File: src/rtl/copperv_lsu_pkg.sv
// Shared types and codes for the copperv load/store unit.
// FSM encoding, memory funct codes and write-response codes.
package copperv_lsu_pkg;

  typedef enum logic [2:0] {
    IDLE,
    RD_ADDR,
    RD_DATA,
    WR_REQ,
    WR_RESP
  } lsu_state_t;

  localparam logic [1:0] FUNCT_MEM_BYTE = 2'd0;
  localparam logic [1:0] FUNCT_MEM_HALF = 2'd1;
  localparam logic [1:0] FUNCT_MEM_WORD = 2'd2;
  localparam logic [1:0] FUNCT_MEM_DBL  = 2'd3;

  localparam int DATA_WRITE_RESP_OK   = 0;
  localparam int DATA_WRITE_RESP_FAIL = 1;

endpackage

File: src/rtl/copperv_lsu_if.sv
// Core request/response plus split read/write data bus.
// master = LSU side, slave = core/memory side.
interface copperv_lsu_if #(
  parameter int DATA_WIDTH = 32,
  parameter int ADDR_WIDTH = 32,
  parameter int RESP_WIDTH = 2
);

  logic                    req_valid;
  logic                    req_ready;
  logic                    req_we;
  logic [2:0]              req_funct;
  logic [ADDR_WIDTH-1:0]   req_addr;
  logic [DATA_WIDTH-1:0]   req_wdata;
  logic                    resp_valid;
  logic                    resp_err;
  logic [DATA_WIDTH-1:0]   resp_rdata;

  logic                    dr_addr_valid;
  logic                    dr_addr_ready;
  logic [ADDR_WIDTH-1:0]   dr_addr;
  logic                    dr_data_valid;
  logic                    dr_data_ready;
  logic [DATA_WIDTH-1:0]   dr_data;

  logic                    dw_data_addr_valid;
  logic                    dw_data_addr_ready;
  logic [ADDR_WIDTH-1:0]   dw_addr;
  logic [DATA_WIDTH-1:0]   dw_data;
  logic [DATA_WIDTH/8-1:0] dw_strobe;
  logic                    dw_resp_valid;
  logic                    dw_resp_ready;
  logic [RESP_WIDTH-1:0]   dw_resp;

  modport master (
    input  req_valid, req_we, req_funct,
    input  req_addr, req_wdata,
    output req_ready,
    output resp_valid, resp_err, resp_rdata,
    output dr_addr_valid, dr_addr,
    input  dr_addr_ready,
    input  dr_data_valid, dr_data,
    output dr_data_ready,
    output dw_data_addr_valid,
    output dw_addr, dw_data, dw_strobe,
    input  dw_data_addr_ready,
    input  dw_resp_valid, dw_resp,
    output dw_resp_ready
  );

  modport slave (
    output req_valid, req_we, req_funct,
    output req_addr, req_wdata,
    input  req_ready,
    input  resp_valid, resp_err, resp_rdata,
    input  dr_addr_valid, dr_addr,
    output dr_addr_ready,
    output dr_data_valid, dr_data,
    input  dr_data_ready,
    input  dw_data_addr_valid,
    input  dw_addr, dw_data, dw_strobe,
    output dw_data_addr_ready,
    output dw_resp_valid, dw_resp,
    input  dw_resp_ready
  );

endinterface

File: src/rtl/copperv_lsu_align.sv
// Byte-lane steering: store strobe/data shift and
// load shift with sign or zero extension.
module copperv_lsu_align #(
  parameter int DATA_WIDTH = 32
) (
  input  logic [$clog2(DATA_WIDTH/8)-1:0] st_off,
  input  logic [1:0]                      st_size,
  input  logic [DATA_WIDTH-1:0]           st_data,
  output logic [DATA_WIDTH/8-1:0]         st_strobe,
  output logic [DATA_WIDTH-1:0]           st_wdata,
  input  logic [$clog2(DATA_WIDTH/8)-1:0] ld_off,
  input  logic [2:0]                      ld_funct,
  input  logic [DATA_WIDTH-1:0]           ld_data,
  output logic [DATA_WIDTH-1:0]           ld_rdata
);

  localparam int NB = DATA_WIDTH / 8;

  int                    st_nb;
  int                    ld_bits;
  logic                  sgn;
  logic [DATA_WIDTH-1:0] sh;

  always_comb begin
    st_nb     = 1 << st_size;
    st_strobe = '0;
    for (int i = 0; i < NB; i++) begin
      st_strobe[i] = (i >= int'(st_off)) &&
                     (i < int'(st_off) + st_nb);
    end
    st_wdata = st_data << {st_off, 3'b000};
  end

  always_comb begin
    sh      = ld_data >> {ld_off, 3'b000};
    ld_bits = 8 << ld_funct[1:0];
    unique case (ld_funct[1:0])
      2'd0:    sgn = sh[7];
      2'd1:    sgn = sh[15];
      2'd2:    sgn = sh[31];
      default: sgn = sh[DATA_WIDTH-1];
    endcase
    ld_rdata = sh;
    for (int i = 0; i < DATA_WIDTH; i++) begin
      if (i >= ld_bits) ld_rdata[i] = ld_funct[2] ? 1'b0 : sgn;
    end
  end

endmodule

File: src/rtl/copperv_lsu.sv
// copperv load/store unit: one transaction in flight,
// alignment checks, bus-fail reporting and response timeout.
module copperv_lsu
  import copperv_lsu_pkg::*;
#(
  parameter int DATA_WIDTH     = 32,
  parameter int ADDR_WIDTH     = 32,
  parameter int RESP_WIDTH     = 2,
  parameter int TIMEOUT_CYCLES = 0
) (
  input logic          clk,
  input logic          rst,
  copperv_lsu_if.master bus
);

  localparam int NB   = DATA_WIDTH / 8;
  localparam int OFFW = $clog2(NB);
  localparam int CW   =
    TIMEOUT_CYCLES > 1 ? $clog2(TIMEOUT_CYCLES) : 1;
  localparam bit TO_EN = TIMEOUT_CYCLES != 0;
  localparam logic [CW-1:0] TO_LAST =
    CW'(TIMEOUT_CYCLES > 0 ? TIMEOUT_CYCLES - 1 : 0);
  localparam logic [RESP_WIDTH-1:0] RESP_OK =
    RESP_WIDTH'(DATA_WRITE_RESP_OK);

  lsu_state_t state, state_d;

  logic [OFFW-1:0]       off_q, off_d;
  logic [2:0]            funct_q, funct_d;
  logic [CW-1:0]         cnt_q, cnt_d;
  logic                  ar_valid_q, ar_valid_d;
  logic [ADDR_WIDTH-1:0] ar_addr_q, ar_addr_d;
  logic                  w_valid_q, w_valid_d;
  logic [ADDR_WIDTH-1:0] w_addr_q, w_addr_d;
  logic [DATA_WIDTH-1:0] w_data_q, w_data_d;
  logic [NB-1:0]         w_strb_q, w_strb_d;
  logic                  r_valid_q, r_valid_d;
  logic                  r_err_q, r_err_d;
  logic [DATA_WIDTH-1:0] r_rdata_q, r_rdata_d;

  logic [OFFW-1:0]       req_off;
  logic [OFFW-1:0]       szm1;
  logic [ADDR_WIDTH-1:0] req_base;
  logic                  illegal;
  logic                  misal;
  logic                  expired;
  logic [NB-1:0]         st_strb;
  logic [DATA_WIDTH-1:0] st_wdata;
  logic [DATA_WIDTH-1:0] ld_rdata;

  assign req_off  = bus.req_addr[OFFW-1:0];
  assign req_base = {bus.req_addr[ADDR_WIDTH-1:OFFW],
                     {OFFW{1'b0}}};
  assign illegal  = bus.req_funct[1:0] > 2'(OFFW);
  assign szm1     =
    OFFW'((4'd1 << bus.req_funct[1:0]) - 4'd1);
  assign misal    = |(req_off & szm1);
  assign expired  = TO_EN && (cnt_q == TO_LAST);

  copperv_lsu_align #(
    .DATA_WIDTH(DATA_WIDTH)
  ) u_align (
    .st_off   (req_off),
    .st_size  (bus.req_funct[1:0]),
    .st_data  (bus.req_wdata),
    .st_strobe(st_strb),
    .st_wdata (st_wdata),
    .ld_off   (off_q),
    .ld_funct (funct_q),
    .ld_data  (bus.dr_data),
    .ld_rdata (ld_rdata)
  );

  always_comb begin
    state_d    = state;
    off_d      = off_q;
    funct_d    = funct_q;
    cnt_d      = cnt_q;
    ar_valid_d = ar_valid_q;
    ar_addr_d  = ar_addr_q;
    w_valid_d  = w_valid_q;
    w_addr_d   = w_addr_q;
    w_data_d   = w_data_q;
    w_strb_d   = w_strb_q;
    r_valid_d  = 1'b0;
    r_err_d    = r_err_q;
    r_rdata_d  = r_rdata_q;
    unique case (state)
      IDLE: begin
        if (bus.req_valid) begin
          if (illegal || misal) begin
            r_valid_d = 1'b1;
            r_err_d   = 1'b1;
            r_rdata_d = '0;
          end else if (bus.req_we) begin
            w_valid_d = 1'b1;
            w_addr_d  = req_base;
            w_data_d  = st_wdata;
            w_strb_d  = st_strb;
            state_d   = WR_REQ;
          end else begin
            ar_valid_d = 1'b1;
            ar_addr_d  = req_base;
            off_d      = req_off;
            funct_d    = bus.req_funct;
            state_d    = RD_ADDR;
          end
        end
      end
      RD_ADDR: begin
        if (bus.dr_addr_ready) begin
          ar_valid_d = 1'b0;
          cnt_d      = '0;
          state_d    = RD_DATA;
        end
      end
      RD_DATA: begin
        // a beat on the expiry cycle still completes normally
        if (bus.dr_data_valid) begin
          r_valid_d = 1'b1;
          r_err_d   = 1'b0;
          r_rdata_d = ld_rdata;
          state_d   = IDLE;
        end else if (expired) begin
          r_valid_d = 1'b1;
          r_err_d   = 1'b1;
          r_rdata_d = '0;
          state_d   = IDLE;
        end else begin
          cnt_d = cnt_q + 1'b1;
        end
      end
      WR_REQ: begin
        if (bus.dw_data_addr_ready) begin
          w_valid_d = 1'b0;
          cnt_d     = '0;
          state_d   = WR_RESP;
        end
      end
      WR_RESP: begin
        if (bus.dw_resp_valid) begin
          r_valid_d = 1'b1;
          r_err_d   = bus.dw_resp != RESP_OK;
          r_rdata_d = '0;
          state_d   = IDLE;
        end else if (expired) begin
          r_valid_d = 1'b1;
          r_err_d   = 1'b1;
          r_rdata_d = '0;
          state_d   = IDLE;
        end else begin
          cnt_d = cnt_q + 1'b1;
        end
      end
      default: state_d = IDLE;
    endcase
  end

  always_ff @(posedge clk) begin
    if (rst) begin
      state      <= IDLE;
      off_q      <= '0;
      funct_q    <= '0;
      cnt_q      <= '0;
      ar_valid_q <= 1'b0;
      ar_addr_q  <= '0;
      w_valid_q  <= 1'b0;
      w_addr_q   <= '0;
      w_data_q   <= '0;
      w_strb_q   <= '0;
      r_valid_q  <= 1'b0;
      r_err_q    <= 1'b0;
      r_rdata_q  <= '0;
    end else begin
      state      <= state_d;
      off_q      <= off_d;
      funct_q    <= funct_d;
      cnt_q      <= cnt_d;
      ar_valid_q <= ar_valid_d;
      ar_addr_q  <= ar_addr_d;
      w_valid_q  <= w_valid_d;
      w_addr_q   <= w_addr_d;
      w_data_q   <= w_data_d;
      w_strb_q   <= w_strb_d;
      r_valid_q  <= r_valid_d;
      r_err_q    <= r_err_d;
      r_rdata_q  <= r_rdata_d;
    end
  end

  assign bus.req_ready          = state == IDLE;
  assign bus.resp_valid         = r_valid_q;
  assign bus.resp_err           = r_err_q;
  assign bus.resp_rdata         = r_rdata_q;
  assign bus.dr_addr_valid      = ar_valid_q;
  assign bus.dr_addr            = ar_addr_q;
  assign bus.dr_data_ready      = 1'b1;
  assign bus.dw_data_addr_valid = w_valid_q;
  assign bus.dw_addr            = w_addr_q;
  assign bus.dw_data            = w_data_q;
  assign bus.dw_strobe          = w_strb_q;
  assign bus.dw_resp_ready      = 1'b1;

endmodule

File: src/flat_wrapper.sv
// flat-port wrapper written by rule: the top's interface ports become plain ports
module copperv_lsu_flat import copperv_lsu_pkg::*;
#(
  parameter int DATA_WIDTH     = 32,
  parameter int ADDR_WIDTH     = 32,
  parameter int RESP_WIDTH     = 2,
  parameter int TIMEOUT_CYCLES = 0
)
  (clk, rst, bus_req_valid, bus_req_we, bus_req_funct, bus_req_addr, bus_req_wdata, bus_req_ready, bus_resp_valid, bus_resp_err, bus_resp_rdata, bus_dr_addr_valid, bus_dr_addr, bus_dr_addr_ready, bus_dr_data_valid, bus_dr_data, bus_dr_data_ready, bus_dw_data_addr_valid, bus_dw_addr, bus_dw_data, bus_dw_strobe, bus_dw_data_addr_ready, bus_dw_resp_valid, bus_dw_resp, bus_dw_resp_ready);
  copperv_lsu_if #(.DATA_WIDTH(DATA_WIDTH), .ADDR_WIDTH(ADDR_WIDTH), .RESP_WIDTH(RESP_WIDTH)) bus_i ();
  input logic clk;
  input logic rst;
  input wire logic [$bits(bus_i.req_valid)-1:0] bus_req_valid;
  input wire logic [$bits(bus_i.req_we)-1:0] bus_req_we;
  input wire logic [$bits(bus_i.req_funct)-1:0] bus_req_funct;
  input wire logic [$bits(bus_i.req_addr)-1:0] bus_req_addr;
  input wire logic [$bits(bus_i.req_wdata)-1:0] bus_req_wdata;
  output wire logic [$bits(bus_i.req_ready)-1:0] bus_req_ready;
  output wire logic [$bits(bus_i.resp_valid)-1:0] bus_resp_valid;
  output wire logic [$bits(bus_i.resp_err)-1:0] bus_resp_err;
  output wire logic [$bits(bus_i.resp_rdata)-1:0] bus_resp_rdata;
  output wire logic [$bits(bus_i.dr_addr_valid)-1:0] bus_dr_addr_valid;
  output wire logic [$bits(bus_i.dr_addr)-1:0] bus_dr_addr;
  input wire logic [$bits(bus_i.dr_addr_ready)-1:0] bus_dr_addr_ready;
  input wire logic [$bits(bus_i.dr_data_valid)-1:0] bus_dr_data_valid;
  input wire logic [$bits(bus_i.dr_data)-1:0] bus_dr_data;
  output wire logic [$bits(bus_i.dr_data_ready)-1:0] bus_dr_data_ready;
  output wire logic [$bits(bus_i.dw_data_addr_valid)-1:0] bus_dw_data_addr_valid;
  output wire logic [$bits(bus_i.dw_addr)-1:0] bus_dw_addr;
  output wire logic [$bits(bus_i.dw_data)-1:0] bus_dw_data;
  output wire logic [$bits(bus_i.dw_strobe)-1:0] bus_dw_strobe;
  input wire logic [$bits(bus_i.dw_data_addr_ready)-1:0] bus_dw_data_addr_ready;
  input wire logic [$bits(bus_i.dw_resp_valid)-1:0] bus_dw_resp_valid;
  input wire logic [$bits(bus_i.dw_resp)-1:0] bus_dw_resp;
  output wire logic [$bits(bus_i.dw_resp_ready)-1:0] bus_dw_resp_ready;
  assign bus_i.req_valid = bus_req_valid;
  assign bus_i.req_we = bus_req_we;
  assign bus_i.req_funct = bus_req_funct;
  assign bus_i.req_addr = bus_req_addr;
  assign bus_i.req_wdata = bus_req_wdata;
  assign bus_req_ready = bus_i.req_ready;
  assign bus_resp_valid = bus_i.resp_valid;
  assign bus_resp_err = bus_i.resp_err;
  assign bus_resp_rdata = bus_i.resp_rdata;
  assign bus_dr_addr_valid = bus_i.dr_addr_valid;
  assign bus_dr_addr = bus_i.dr_addr;
  assign bus_i.dr_addr_ready = bus_dr_addr_ready;
  assign bus_i.dr_data_valid = bus_dr_data_valid;
  assign bus_i.dr_data = bus_dr_data;
  assign bus_dr_data_ready = bus_i.dr_data_ready;
  assign bus_dw_data_addr_valid = bus_i.dw_data_addr_valid;
  assign bus_dw_addr = bus_i.dw_addr;
  assign bus_dw_data = bus_i.dw_data;
  assign bus_dw_strobe = bus_i.dw_strobe;
  assign bus_i.dw_data_addr_ready = bus_dw_data_addr_ready;
  assign bus_i.dw_resp_valid = bus_dw_resp_valid;
  assign bus_i.dw_resp = bus_dw_resp;
  assign bus_dw_resp_ready = bus_i.dw_resp_ready;
  copperv_lsu #(.DATA_WIDTH(DATA_WIDTH), .ADDR_WIDTH(ADDR_WIDTH), .RESP_WIDTH(RESP_WIDTH), .TIMEOUT_CYCLES(TIMEOUT_CYCLES)) u_core (.clk(clk), .rst(rst), .bus(bus_i));
endmodule
File: config.mk
export PLATFORM = sky130hd
export DESIGN_NAME = copperv_lsu_flat
export DESIGN_NICKNAME = d
export VERILOG_FILES = /design/src/rtl/copperv_lsu_pkg.sv /design/src/rtl/copperv_lsu_if.sv /design/src/rtl/copperv_lsu_align.sv /design/src/rtl/copperv_lsu.sv /design/src/flat_wrapper.sv
export SDC_FILE = /design/constraint.sdc
export NUM_CORES = 1
export LEC_CHECK = 0
export CAP_MARGIN = 10
export CELL_PAD_IN_SITES_DETAIL_PLACEMENT = 1
export CELL_PAD_IN_SITES_GLOBAL_PLACEMENT = 1
export CORE_AREA = 2 2 142 144
export CTS_BUF_LIST = sky130_fd_sc_hd__clkbuf_8
export CTS_CLUSTER_SIZE = 20
export DETAILED_ROUTE_END_ITERATION = 12
export DIE_AREA = 0 0 144 146
export PLACE_DENSITY_LB_ADDON = 0.1
export RECOVER_POWER = 100
export SLEW_MARGIN = 30
export SYNTH_ARGS = -nofsm -noshare
export SYNTH_HDL_FRONTEND = slang
export SYNTH_SLANG_ARGS = --single-unit
export TNS_END_PERCENT = 1
File: constraint.sdc
create_clock -name clk -period 2.3 [get_ports clk]
set_input_delay 0.46 -clock clk [delete_from_list [all_inputs] [get_ports clk]]
set_output_delay 0.46 -clock clk [all_outputs]
set_load 0.005 [all_outputs]
### Yosys cells after proc, flatten, opt, wreduce, memory -nomap -nowiden

Index checks and enable logic that the tools add are counted.

| storage, ports and cells | value |
|---|---|
| bits in registers | 140 |
| input port bits | 109 |
| output and inout port bits | 139 |
| word-level logic and storage cells | 160 |

| operators by class | value |
|---|---|
| $add $sub $neg | 2 |
| magnitude comparators | 40 |
| eq/ne operators | 14 |
| shift-type cells | 5 |
| mux-type cells | 67 |
| bitwise operators | 3 |
| reductions and logical operators | 17 |

Operators by type and width:

| cell | number |
|---|---|
| 6-bit by 32-bit greater-or-equal comparator with 1-bit output (first input constant) | 16 |
| 5-bit by 32-bit greater-or-equal comparator with 1-bit output (first input constant) | 8 |
| 4-bit by 32-bit greater-or-equal comparator with 1-bit output (first input constant) | 4 |
| 32-bit 2-to-1 mux | 4 |
| 32-bit case mux with 3 select lines | 1 |
| 3-bit by 32-bit greater-or-equal comparator with 1-bit output (first input constant) | 2 |
| 3-bit by 32-bit less-than comparator with 1-bit output (first input constant) | 2 |
| 1-bit 2-to-1 mux | 49 |
| 3-bit by 32-bit adder with 32-bit output | 1 |
| 1-bit by 32-bit greater-or-equal comparator with 1-bit output (first input constant) | 1 |
| 2-bit by 32-bit greater-or-equal comparator with 1-bit output (first input constant) | 1 |
| 1-bit by 32-bit less-than comparator with 1-bit output (first input constant) | 1 |
| 2-bit by 32-bit less-than comparator with 1-bit output (first input constant) | 1 |
| 1-bit by 2-bit << shifter with 32-bit output (first input constant) | 1 |
| 32-bit by 5-bit << shifter with 32-bit output | 1 |
| 4-bit by 2-bit << shifter with 32-bit output (first input constant) | 1 |
| 32-bit by 5-bit >> shifter with 32-bit output | 1 |
| 3-bit 2-to-1 mux | 6 |
| 2-bit inequality test (second input constant) | 8 |
| 3-bit case mux with 5 select lines | 1 |
| 5-bit AND reduction | 3 |
| 4-bit AND reduction | 2 |
| 3-bit by 2-bit equality test with 1-bit output (second input constant) | 2 |
| 1-bit case mux with 2 select lines | 3 |
| other kinds (21) | 28 |

### Depth between registers and ports, before layout

Gate-level depths: netlist of the first run.

| depth | value |
|---|---|
| word-level depth | 8 |
| gate-level depth with buffers | 9 |
| depth with buffers taken out | 8 |

### Modules after synthesis

From an unflattened synthesis of the first run, not the netlist that was laid out.

| unflattened totals | value |
|---|---|
| cell total of the unflattened synthesis | 757 |
| area, all modules | 6961.7 sq um |

By module, submodules not included:

| module | times used | cells each | area an instance (sq um) | sequential area each (sq um) |
|---|---|---|---|---|
| copperv_lsu | 1 | 537 | 5592.9 | 2802.7 |
| copperv_lsu_align | 1 | 220 | 1368.8 | 0.0 |

### Worst setup path after synthesis of the first run

No wires, ideal clock.

| path | value |
|---|---|
| path kind | input -> register |
| start point | input bus_req_addr[1] |
| end point | register u_core.w_strb_q[2] (netlist: u_core.bus.dw_strobe[2]) |
| library setup time | 0.132 ns |
| arrival | 1.984 ns |
| required time | 2.168 ns |
| path slack | 0.184 ns |
| cell stages on the path | 8 |
| path buffers | 2 |
| cell sequence | buf_2 > inv_1 > clkbuf_1 > fa_1 > nor4b_1 > a21oi_1 > o211ai_1 > a21oi_1 |

| on the way | value |
|---|---|
| cells in the longest elaborated chain, start to end | 5 |
| elaborated cells between the ends (all ways) | 9 |
| classes of those cells | add/sub: 1; order compare: 2; bitwise: 2; reduce/logical: 4 |

Ends and longest elaborated chain:

| element | line | RTL |
|---|---|---|
| from (decl) | flat_wrapper.sv:16 | `input wire logic [$bits(bus_i.req_addr)-1:0] bus_req_addr;` |
| branches (longest 5 deep; another with 3-bit by 32-bit adder with 32-bit output) | - |  |
| to (signal assigned) | copperv_lsu.sv:184 | `w_strb_q <= w_strb_d;` |
| to (decl) | copperv_lsu.sv:36 | `logic [NB-1:0] w_strb_q, w_strb_d;` |

Parallel ways; which one is timed is not known.
A chain may end at the register's enable or synchronous reset.

### Worst setup path in the final report of the first run

| path | value |
|---|---|
| start point | input bus_req_funct[1] |
| end point | register u_core.w_data_q[11] (netlist: u_core.bus.dw_data[11]) |

| on the way | value |
|---|---|
| cells in the longest elaborated chain, start to end | 7 |
| elaborated cells between the ends (all ways) | 8 |
| classes of those cells | add/sub: 1; order compare: 1; shift: 1; bitwise: 2; reduce/logical: 3 |

Ends and longest elaborated chain:

| element | line | RTL |
|---|---|---|
| from (decl) | flat_wrapper.sv:15 | `input wire logic [$bits(bus_i.req_funct)-1:0] bus_req_funct;` |
| 1-bit by 2-bit << shifter with 2-bit output | copperv_lsu.sv:56 | `OFFW'((4'd1 << bus.req_funct[1:0]) - 4'd1);` |
| 2-bit by 1-bit subtractor with 2-bit output | copperv_lsu.sv:56 |  |
| 2-bit AND | copperv_lsu.sv:57 | `assign misal = \|(req_off & szm1);` |
| 2-bit OR reduction | copperv_lsu.sv:57 |  |
| 1-bit logical OR (*) | copperv_lsu.sv:91 | `if (illegal \|\| misal) begin` |
| 1-bit inverter (no source line) (*) | - |  |
| 4-bit AND reduction (no source line) (*) | - |  |
| to (signal assigned) | copperv_lsu.sv:183 | `w_data_q <= w_data_d;` |
| to (decl) | copperv_lsu.sv:35 | `logic [DATA_WIDTH-1:0] w_data_q, w_data_d;` |

Every way passes the cells marked *; elsewhere a longest branch is shown, timed or not.

==> results of run 1 <==
==> layout by cell type, fill, tap and decap left out, types with 4 or more instances in the layout <==
| cell type | instances |
|---|---|
| nand2_1 | 185 |
| dfxtp_1 | 140 |
| dlygate4sd3_1 | 132 |
| clkdlybuf4s50_1 | 108 |
| a21oi_1 | 104 |
| mux2i_1 | 41 |
| nor2_1 | 33 |
| buf_4 | 32 |
| clkbuf_8 | 20 |
| o21ai_0 | 19 |
| nand3_1 | 18 |
| o211ai_1 | 12 |
| nor3_1 | 10 |
| nor2b_1 | 9 |
| mux2_2 | 9 |
| inv_1 | 8 |
| or3_1 | 8 |
| a211o_1 | 8 |
| a221o_1 | 8 |
| a2bb2oi_1 | 8 |
| a22o_1 | 8 |
| a211oi_1 | 7 |
| conb_1 | 6 |
| buf_12 | 6 |
| bufinv_16 | 4 |
==> power groups by stage <==
stage	Combinational, mW	Sequential [mW]	Clock (mW)
2_1_floorplan	0.368	2.60	0
3_3_place_gp	0.888	2.60	0
3_5_place_dp	0.909	2.61	0
4_1_cts	0.917	2.55	2.32
5_1_grt	0.960	2.56	2.42
6_report	0.882	2.55	2.25
==> cell usage after synthesis, types with 9 or more instances <==
library cell | instances | area, µm²
nand2_1 | 185 | 694
dfxtp_1 | 140 | 2800
a21oi_1 | 104 | 521
mux2i_1 | 41 | 410
nor2_1 | 34 | 128
clkbuf_1 | 28 | 105
buf_2 | 21 | 105
o21ai_0 | 19 | 95.1
nand3_1 | 18 | 90.1
o211ai_1 | 12 | 90.1
nor3_1 | 10 | 50.1
mux2_2 | 9 | 101
nor2b_1 | 9 | 56.3
==> sequential cells by signal (all words and copies together) (netlist names) <==
| name | flops |
|---|---|
| u_core.bus.dw_addr | 30 |
| u_core.off_q | 2 |
| u_core.bus.resp_valid | 1 |
| u_core.bus.resp_rdata | 32 |
| u_core.bus.dw_data | 32 |
| u_core.bus.resp_err | 1 |
| u_core.bus.dw_data_addr_valid | 1 |
| u_core.bus.dr_addr | 30 |
| u_core.funct_q | 3 |
| u_core.state | 3 |
| u_core.bus.dr_addr_valid | 1 |
| u_core.bus.dw_strobe | 4 |
==> final timing paths <==
check,start,to,cells past startpoint
worst max-delay path,bus_req_funct[1],u_core.bus.dw_data[11]$_SDFFE_PP0P_,10
worst min-delay path,u_core.bus.dr_addr[25]$_SDFFE_PP0P_,u_core.bus.dr_addr[25]$_SDFFE_PP0P_,2
worst max register to register,u_core.state[1]$_SDFFE_PP0P_,u_core.bus.resp_rdata[27]$_SDFFE_PP0P_,4
worst min register to register,u_core.bus.dr_addr[25]$_SDFFE_PP0P_,u_core.bus.dr_addr[25]$_SDFFE_PP0P_,2
==> cells by family (layout without fill, tap and decap cells) <==
group	after synthesis	in the layout	synth area share, %
multiplexers	51	51	8.71
flip-flops	140	140	45.7
AND/OR/NAND/NOR	277	277	19.6
buffers and inverters	71	323	5.69
AO/OA/AOI/OAI	191	191	19.3
other	2	6	0.122
adder cells (fa/ha/maj)	4	4	0.938
==> final cells by class <==
type | instances | area share [%]
clock buffers | 20 | 2.92
clock inverters | 11 | 1.77
inverters | 7 | 0.279
multi-input cells | 529 | 31.9
flip-flops and latches | 140 | 29.8
well taps | 265 | 3.52
repair buffers | 285 | 29.8
==> stage by stage <==
stage          worst slack (ns)  cells
6_report                 0.0478   1257
5_1_grt                  0.0119   1257
4_1_cts                  0.0484   1257
3_5_place_dp             -0.406   1226
3_3_place_gp             -0.243   1226
2_1_floorplan             0.184    740
==> worst max-delay path: cells and delay by family <==
family          cells  cell delay [ns]
simple gates        4             0.82
compound gates      1             0.20
fa+ha+maj           1             0.18
buf+inv             4             0.96
==> routing by layer <==
metal  vias to the layer above  track usage (%)  wire length, µm
met2                       172             36.6            11100
li1                       3021                -                -
met3                        24             8.06             1850
met5                         -                0                0
met1                      3047             25.0             9370
met4                         0             6.37              361
==> what timing repair did <==
item                                    CTS  global route
hold buffers                              0             0
endpoints found under the setup margin    0            34
gates resized for setup                   0             4
==> flow_metrics.py, run 1 <==
metrics = {
    "synth": {
        "async_reset_ff_share_pct": 0,
        "avgSynthCellArea_um2": 8.33,
        "seq_area_frac_synth_pct": 45.7,
        "synthFlopType": "dfxtp_1",
        "ys_warn_count": 0,
        "syn-instance-count": 736,
        "ys_seq_elements": 140,
        "synth_edf_count": 0,
        "synth_area_um2": 6130,
        "ys_types": 47,
    },
    "placement": {
        "dpl_cell_area_um2": 8990,
        "place_hpwl_um": 16700,
        "gp_congestion": 0.816,
        "io_buffers": 241,
    },
    "drt": {
        "drt_wl_total_um": 22700,
        "post_drt_wl_per_cell_um": 18.0,
        "num_vias": 6264,
        "viasPerCell": 4.98,
        "firstDrtPassIters": 4,
        "drc": 0,
        "ant_nets": 0,
        "drt-initial-drc-count": 198,
    },
    "floorplan": {
        "die-width_um": 144,
        "die_height_um": 146,
        "dieArea_um2": 21000,
        "num_rows": 51,
        "coreArea_um2": 19300,
        "start_util_pct": 31.7,
        "io_pins": 248,
    },
    "pwr": {
        "ir_drop_mv": 0.342,
        "pwr-share-clk_pct": 39.6,
        "intPower_mw": 4.22,
        "p_seq_share_pct": 44.8,
        "p_per_area_nw_per_um2": 603,
        "switching_share_pct": 25.7,
        "leakage_nw": 3.82,
        "p_comb_share_pct": 15.5,
        "power_mw": 5.68,
        "p_switching_mw": 1.46,
    },
    "layout": {
        "area_delta_synth_final_pct": 53.5,
        "finish.utilization_pct": 48.7,
        "layout.area.seq_um2": 2800,
        "drive_above_1_share_pct": 9.07,
        "fillers": 2241,
        "stdcell_area_um2": 9420,
        "multi_input_area_um2": 3010,
        "antenna_cells": 0,
        "layout.nets": 1093,
    },
    "timing": {
        "slew_headroom_pct": 52.1,
        "setup_tns_ns": 0,
        "whs_ns": 0.453,
        "slew_violations": 0,
        "worstMarginPinSlew_ns": 0.716,
        "rsz0062_at_grt": "false",
        "setup_viol": 0,
        "skew_ns": 0.0139,
        "period_minus_slack_ns": 2.25,
        "fmax_mhz": 444,
        "hold_viol": 0,
        "period_share_pct": 97.9,
    },
    "min_path": {
        "min_path_type": "reg -> reg",
    },
    "global_route": {
        "grt-ovfl-total": 0,
        "grt_max_degree": 52,
        "grt_pass1_vias": 6696,
        "grt_pass1_wl_um": 35400,
        "antenna_found_initial": 0,
        "track_usage_pct": 21.5,
    },
    "status": {
        "status": "finished, final reports clean",
    },
    "critical_path": {
        "r2r_setup_slack_ns": 0.21,
        "cp.required_ns": 2.66,
        "worstSetupPathType": "in -> reg",
        "critical_path.cell_chain": "clkdlybuf4s50_1 -> nor2_2 -> inv_1 -> ha_1 -> nor3_1 -> buf_4 -> nand4_1 -> buf_6 -> or3_1 -> a21oi_1",
        "end_kind": "register",
        "arrival_ns": 2.61,
        "critPathSlowestCell": "clkdlybuf4s50_1",
        "critical_path.max_stage_delay_ns": 0.50,
        "crit_fanout": 20,
        "start_kind": "primary input",
    },
    "job": {
        "cap_viol_max_count": 0,
    },
    "clocking": {
        "cts_tree": "done",
        "cts.clk_slew.worst_paths_ns": 0.07,
        "h-tree-depth": 4,
        "numCtsBuffers": 17,
        "cts_setup_buffers": 0,
        "cts.sinks": 140,
        "clock_latency_ns": 0.45,
        "cts-root-buf": "clkbuf_8",
        "cts_buffer_depth": 2,
    },
}
Note: power is estimated with default switching activity, not from simulation.
==> inputs of run 2 (changes only) <==
--- a/config.mk
+++ b/config.mk
@@ -5,14 +5,15 @@
 export SDC_FILE = /design/constraint.sdc
 export NUM_CORES = 1
 export LEC_CHECK = 0
+export ABC_AREA = 1
 export CAP_MARGIN = 10
 export CELL_PAD_IN_SITES_DETAIL_PLACEMENT = 1
 export CELL_PAD_IN_SITES_GLOBAL_PLACEMENT = 1
-export CORE_AREA = 2 2 142 144
+export CORE_AREA = 2 2 148 150
 export CTS_BUF_LIST = sky130_fd_sc_hd__clkbuf_8
 export CTS_CLUSTER_SIZE = 20
 export DETAILED_ROUTE_END_ITERATION = 12
-export DIE_AREA = 0 0 144 146
+export DIE_AREA = 0 0 150 152
 export PLACE_DENSITY_LB_ADDON = 0.1
 export RECOVER_POWER = 100
 export SLEW_MARGIN = 30
==> run 2 against run 1 <==
Cell area is 2.7% higher. Area after synthesis is 5.5% higher. Power is 5.2% higher. Global-route usage is 0.51 points lower. Via count is 8.0% higher. Clock power is 3% lower. Register-to-register slack better by 0.22 ns. Sequential cell count stayed put. Sequential share of layout area is 0.78 points lower. Clock skew is 0.0023 ns lower. First-iteration DRC count is 32% higher. Critical endpoint is now bus_req_ready. Largest power group unchanged.
==> flow_metrics.py, run 2 <==
metrics = {
    "timing": {
        "hold_viol": 0,
        "rsz0062_at_grt": "false",
        "slew_violations": 0,
        "setup_tns_ns": 0,
        "period_minus_slack_ns": 2.19,
        "whs_ns": 0.396,
        "fmax_mhz": 457,
        "period_share_pct": 95.1,
        "slew_headroom_pct": 51.9,
        "setup_viol": 0,
        "skew_ns": 0.0116,
        "worstMarginPinSlew_ns": 0.721,
    },
    "clocking": {
        "cts.sinks": 140,
        "cts_buffer_depth": 2,
        "cts-root-buf": "clkbuf_8",
        "ctsHoldBuffers": 0,
        "cts_tree": "done",
        "h-tree-depth": 4,
        "cts.clk_slew.worst_paths_ns": 0.09,
        "numCtsBuffers": 17,
        "clock_latency_ns": 0.46,
    },
    "min_path": {
        "min-delay-start": "rst",
        "min_path_type": "in -> reg",
    },
    "layout": {
        "final_cell_mix": "nand2_1 (268), dfxtp_1 (140), nor2_1 (138), dlygate4sd3_1 (132), clkdlybuf4s50_1 (108)",
        "antenna_cells": 0,
        "layout.nets": 1274,
        "final_common_cell": "nand2_1",
        "area_delta_synth_final_pct": 49.4,
        "final_cells": 1454,
        "drive_above_1_share_pct": 8.43,
    },
    "pwr": {
        "leakage_nw": 4.22,
        "p_per_area_nw_per_um2": 618,
        "power_mw": 5.97,
        "ir_drop_mv": 0.301,
    },
    "synth": {
        "synth_edf_count": 0,
        "yosys.area.top_type": "dfxtp_1",
        "synth_top_area_share_pct": 43.3,
        "seq_area_frac_synth_pct": 43.3,
        "async_reset_ff_share_pct": 0,
        "syn-instance-count": 919,
        "yosys-top-cells-area": "dfxtp_1 (43%), nand2_1 (15%), a21oi_1 (8.3%)",
        "synthFlopType": "dfxtp_1",
        "ys_seq_elements": 140,
        "ys_warn_count": 0,
        "ys_types": 38,
        "synth_area_um2": 6470,
        "yosys-top-cells-count": "nand2_1 (267), dfxtp_1 (140), nor2_1 (136)",
        "avgSynthCellArea_um2": 7.04,
        "yosysMostFrequentCell": "nand2_1",
    },
    "global_route": {
        "grt_pass1_vias": 6960,
        "track_usage_pct": 21.0,
        "grt_max_degree": 83,
        "antenna_found_initial": 0,
        "grt_pass1_wl_um": 37700,
        "grt-ovfl-total": 0,
    },
    "drt": {
        "drc": 0,
        "post_drt_wl_per_cell_um": 16.2,
        "highest_layer": "met4",
        "drt-initial-drc-count": 261,
        "wl_met1_um": 10200,
        "ant_nets": 0,
        "firstDrtPassIters": 4,
        "viasPerCell": 4.65,
        "route.met2.wl_um": 11500,
        "dr_wl_met3_um": 1580,
        "drt_wl_total_um": 23500,
        "num_vias": 6766,
    },
    "placement": {
        "gp_congestion": 0.825,
        "io_buffers": 241,
        "place_hpwl_um": 17600,
        "dp.cells": 1422,
    },
    "floorplan": {
        "coreArea_um2": 21400,
        "dieArea_um2": 22800,
        "num_rows": 54,
        "die-width_um": 150,
        "die_height_um": 152,
        "start_util_pct": 30.3,
        "io_pins": 248,
    },
    "critical_path": {
        "critPathSlowestCell": "clkdlybuf4s50_1",
        "path_buf_inv": 2,
        "crit_family": "buffers and inverters",
        "critical_path.cell_chain": "inv_2 -> nand2_1 -> nor2_2 -> clkdlybuf4s50_1",
        "startpoint": "u_core.state[1]$_SDFFE_PP0P_",
        "start_kind": "register",
        "timing.rr.start": "u_core.off_q[0]$_SDFFE_PP0P_",
        "worstSetupPathType": "reg -> out",
        "cp.required_ns": 1.84,
        "critical_path.max_stage_delay_ns": 0.53,
        "end_kind": "output port",
        "crit_fanout": 5,
        "arrival_ns": 1.73,
    },
    "status": {
        "status": "finished, final reports clean",
    },
    "job": {
        "cap_viol_max_count": 0,
    },
}
run 2: metrics by stage:
step                util [%]  setup slack, ns  area (µm²)
detailed placement      43.5           -0.178        9280
floorplan                  -            0.536        6490
global placement        43.5           -0.140        9280
finish                  45.3            0.113        9670
CTS                     45.5           0.0364        9710
global route            45.3           0.0322        9670
run 2: timing repair:
action	4_1_cts	5_1_grt
setup endpoints to repair	0	1
setup buffers	0	0
resized for setup	0	1
run 2: cells by family (layout without fill, tap and decap cells):
family	after synthesis	after routing	share of synthesized area [%]
AND/OR/NAND/NOR	461	461	29.4
AO/OA/AOI/OAI	202	202	16.8
flip-flops	140	140	43.3
buffers and inverters	104	355	8.57
multiplexers	6	6	0.928
adder cells (fa/ha/maj)	4	4	0.889
other	2	6	0.116
run 2: path summary, 6_finish.rpt:
check | to | slack, ns | cells after the start
setup / recovery | bus_req_ready | 0.11 | 4
hold / removal | u_core.bus.dw_addr[9]$_SDFFE_PP0P_ | 0.40 | 4
setup reg to reg | u_core.bus.resp_rdata[16]$_SDFFE_PP0P_ | 0.43 | 8
hold reg to reg | u_core.bus.dr_addr_valid$_SDFFE_PP0P_ | 0.46 | 2
run 2: per-layer routing:
metal  vias to the layer above  GRT usage (%)
li1                       3446              -
met1                      3130           26.5
met3                        20           5.71
met4                         0           5.44
met2                       170           35.2
met5                         -              0
run 2: tightest hold or removal path, cell delays in order:
cell and delay (ns):
buf_4 0.10, inv_2 0.11, o21ai_0 0.10, nor2_1 0.04
run 2: report_power, final:
| group | leakage, nW | total (mW) | internal [mW] | switching (mW) |
|---|---|---|---|---|
| combinational | 2.86 | 1.18 | 0.571 | 0.604 |
| sequential | 1.14 | 2.61 | 2.54 | 0.0662 |
| clock | 0.221 | 2.19 | 1.13 | 1.06 |
run 2: cell type report:
cell class	instances	area, µm²
clock buffer	18	248
clock inverter	14	184
fill	2682	11700
inverter	42	161
multi-input combinational	679	3110
sequential	140	2800
tap	280	350
timing repair buffer	281	2810
==> inputs of run 3 (changes only) <==
--- a/config.mk
+++ b/config.mk
@@ -9,11 +9,11 @@
 export CAP_MARGIN = 10
 export CELL_PAD_IN_SITES_DETAIL_PLACEMENT = 1
 export CELL_PAD_IN_SITES_GLOBAL_PLACEMENT = 1
-export CORE_AREA = 2 2 148 150
+export CORE_AREA = 2 2 156 158
 export CTS_BUF_LIST = sky130_fd_sc_hd__clkbuf_8
 export CTS_CLUSTER_SIZE = 20
 export DETAILED_ROUTE_END_ITERATION = 12
-export DIE_AREA = 0 0 150 152
+export DIE_AREA = 0 0 158 160
 export PLACE_DENSITY_LB_ADDON = 0.1
 export RECOVER_POWER = 100
 export SLEW_MARGIN = 30
==> constraint.sdc (replaced) <==
create_clock -name clk -period 2 [get_ports clk]
set_input_delay 0.4 -clock clk [delete_from_list [all_inputs] [get_ports clk]]
set_output_delay 0.4 -clock clk [all_outputs]
set_load 0.005 [all_outputs]
==> run 3 against run 2 <==
Worst hold slack got worse by 0.11 ns. Via count is 1.2% higher. Count of clock-buffer cells in the layout shrank 1. Largest cell class unchanged. Critical endpoint is now u_core.bus.dw_strobe[2]$_SDFFE_PP0P_. Highest routed layer is now met5. Sequential power increased by 15%. Power increased by 12%.
==> flow_metrics.py, run 3 (synthesis gave the netlist of run 2 again) <==
metrics = {
    "critical_path": {
        "critPathSlowestCell": "clkdlybuf4s50_1",
        "cp.depth": 12,
        "path_common_cell": "nor2_1",
        "timing.rr.start": "u_core.off_q[0]$_SDFFE_PP0P_",
        "critical_path.cell_chain": "clkdlybuf4s50_1 -> nor2_2 -> buf_4 -> ha_1 -> inv_1 -> fa_2 -> nor2_1 -> nand4_1 -> o21ai_0 -> nand2_1 -> a21oi_1 -> nor2_1",
        "critical_path.max_stage_delay_ns": 0.44,
        "r2r_setup_slack_ns": 0.29,
        "arrival_ns": 2.23,
        "crit_family": "buffers and inverters",
        "reg2reg_depth": 8,
        "worstSetupPathType": "in -> reg",
        "crit_fanout": 2,
        "start_kind": "primary input",
        "r2r_end": "u_core.bus.resp_rdata[16]$_SDFFE_PP0P_",
        "cp.required_ns": 2.35,
        "path_buf_inv": 3,
        "end_kind": "register",
    },
    "layout": {
        "fillers": 2990,
        "layout.area.seq_um2": 2800,
        "final_cells": 1512,
        "final_cell_mix": "nand2_1 (267), dfxtp_1 (139), nor2_1 (135), dlygate4sd3_1 (131), a21oi_1 (109)",
        "area_delta_synth_final_pct": 51.3,
        "multi_input_area_um2": 3130,
        "final_common_cell": "nand2_1",
        "layout.nets": 1288,
        "antenna_cells": 0,
        "drive_above_1_share_pct": 9.85,
        "stdcell_area_um2": 9790,
        "finish.utilization_pct": 41.1,
    },
    "drt": {
        "route.met2.wl_um": 11000,
        "post_drt_wl_per_cell_um": 15.8,
        "viasPerCell": 4.53,
        "num_vias": 6850,
        "dr_wl_met3_um": 1740,
        "wl_met1_um": 10800,
        "ant_nets": 0,
        "firstDrtPassIters": 4,
        "drt-initial-drc-count": 209,
        "drt_wl_total_um": 23900,
        "highest_layer": "met5",
        "drc": 0,
    },
    "timing": {
        "worstMarginPinSlew_ns": 0.547,
        "rsz0062_at_grt": "true",
        "hold_viol": 0,
        "skew_ns": 0.0161,
        "setup_viol": 0,
        "slew_headroom_pct": 63.4,
        "timing.final.ws_setup_ns": 0.120,
        "period_share_pct": 94.0,
        "fmax_mhz": 532,
        "slew_violations": 0,
        "period_minus_slack_ns": 1.88,
    },
    "clocking": {
        "h-tree-depth": 4,
        "cts-root-buf": "clkbuf_8",
        "numCtsBuffers": 17,
        "cts_buffer_depth": 2,
        "cts.sinks": 140,
        "cts_tree": "done",
        "cts.clk_slew.worst_paths_ns": 0.09,
        "clock_latency_ns": 0.45,
    },
    "floorplan": {
        "die_height_um": 160,
        "dieArea_um2": 25300,
        "start_util_pct": 27.2,
        "coreArea_um2": 23800,
        "die-width_um": 158,
        "io_pins": 248,
        "num_rows": 57,
    },
    "pwr": {
        "leakage_nw": 4.27,
        "ir_drop_mv": 0.320,
        "p_per_area_nw_per_um2": 685,
    },
    "status": {
        "status": "finished, final reports clean",
    },
    "placement": {
        "place_hpwl_um": 17700,
        "io_buffers": 241,
        "dpl_cell_area_um2": 9420,
        "place_ws_ns": -0.432,
        "dp.cells": 1479,
        "gp_congestion": 0.816,
    },
    "min_path": {
        "min_path_type": "in -> reg",
        "min-delay-start": "rst",
        "hold_depth": 2,
        "min_to": "u_core.bus.resp_rdata[26]$_SDFFE_PP0P_",
    },
    "global_route": {
        "grt-ovfl-total": 0,
        "grt_pass1_vias": 6982,
        "grt_max_degree": 67,
        "antenna_found_initial": 1,
        "grt_pass1_wl_um": 37700,
        "track_usage_pct": 19.0,
    },
    "job": {
        "cap_viol_max_count": 0,
    },
}
-- run 3: changes by cell type in the layout (fill, tap and decap cells not counted), moves of 2 or more --
cell	before	now
buf_4	26	43
nor2_1	138	135
a21oi_1	107	109
a21oi_2	6	4
buf_12	9	7
bufinv_16	3	1
clkinvlp_4	1	3
inv_2	8	6
nor2_2	1	3
-- run 3: how the worst max path moves through the flow --
stage                     startpoint                              endpoint  slack, ns
floorplan           bus_req_funct[0]  u_core.bus.dw_strobe[2]$_SDFFE_PP0P_       0.30
global placement     bus_req_addr[0]   u_core.bus.dw_addr[13]$_SDFFE_PP0P_      -0.37
detailed placement   bus_req_addr[0]   u_core.bus.dw_addr[11]$_SDFFE_PP0P_      -0.43
CTS                  bus_req_addr[0]   u_core.bus.dw_data[22]$_SDFFE_PP0P_       0.03
global route        bus_req_funct[0]  u_core.bus.dw_strobe[2]$_SDFFE_PP0P_     -0.003
finish              bus_req_funct[0]  u_core.bus.dw_strobe[2]$_SDFFE_PP0P_       0.12
-- run 3: cell type report --
| class | instances | share of cell area (%) |
|---|---|---|
| Clock buffer | 17 | 2.39 |
| Sequential cell | 140 | 28.6 |
| Timing Repair Buffer | 295 | 29.6 |
| Multi-Input combinational cell | 679 | 32.0 |
| Inverter | 42 | 1.67 |
| Clock inverter | 15 | 1.57 |
| Tap cell | 324 | 4.14 |
-- run 3: repair_timing --
item / 4_1_cts / 5_1_grt
resized for setup: 4 / 6
buffers inserted: 1 / 0
pin swaps: 1 / 1
hold endpoints to repair: 0 / 0
hold buffers: 0 / 0
endpoints found under the setup margin: 1 / 40
-- run 3: power by group --
group / leakage [nW] / internal [mW] / switching (mW)
clock network: 0.193 / 1.03 / 1.30
registers: 1.14 / 2.92 / 0.0754
logic: 2.94 / 0.677 / 0.709
-- run 3: per-stage QoR --
stage	total power [mW]	TNS, ns	hold WS (ns)
floorplan	3.74	0	0.442
global placement	4.51	-43.52	0.451
detailed placement	4.52	-46.82	0.456
CTS	6.90	0	0.269
global route	7.11	-0.00307	0.266
finish	6.71	0	0.290
-- run 3: layer usage --
metal	vias to the layer above	track usage, %
met5	-	0
li1	3475	-
met4	2	4.79
met1	3170	24.6
met3	25	6.21
met2	178	30.4
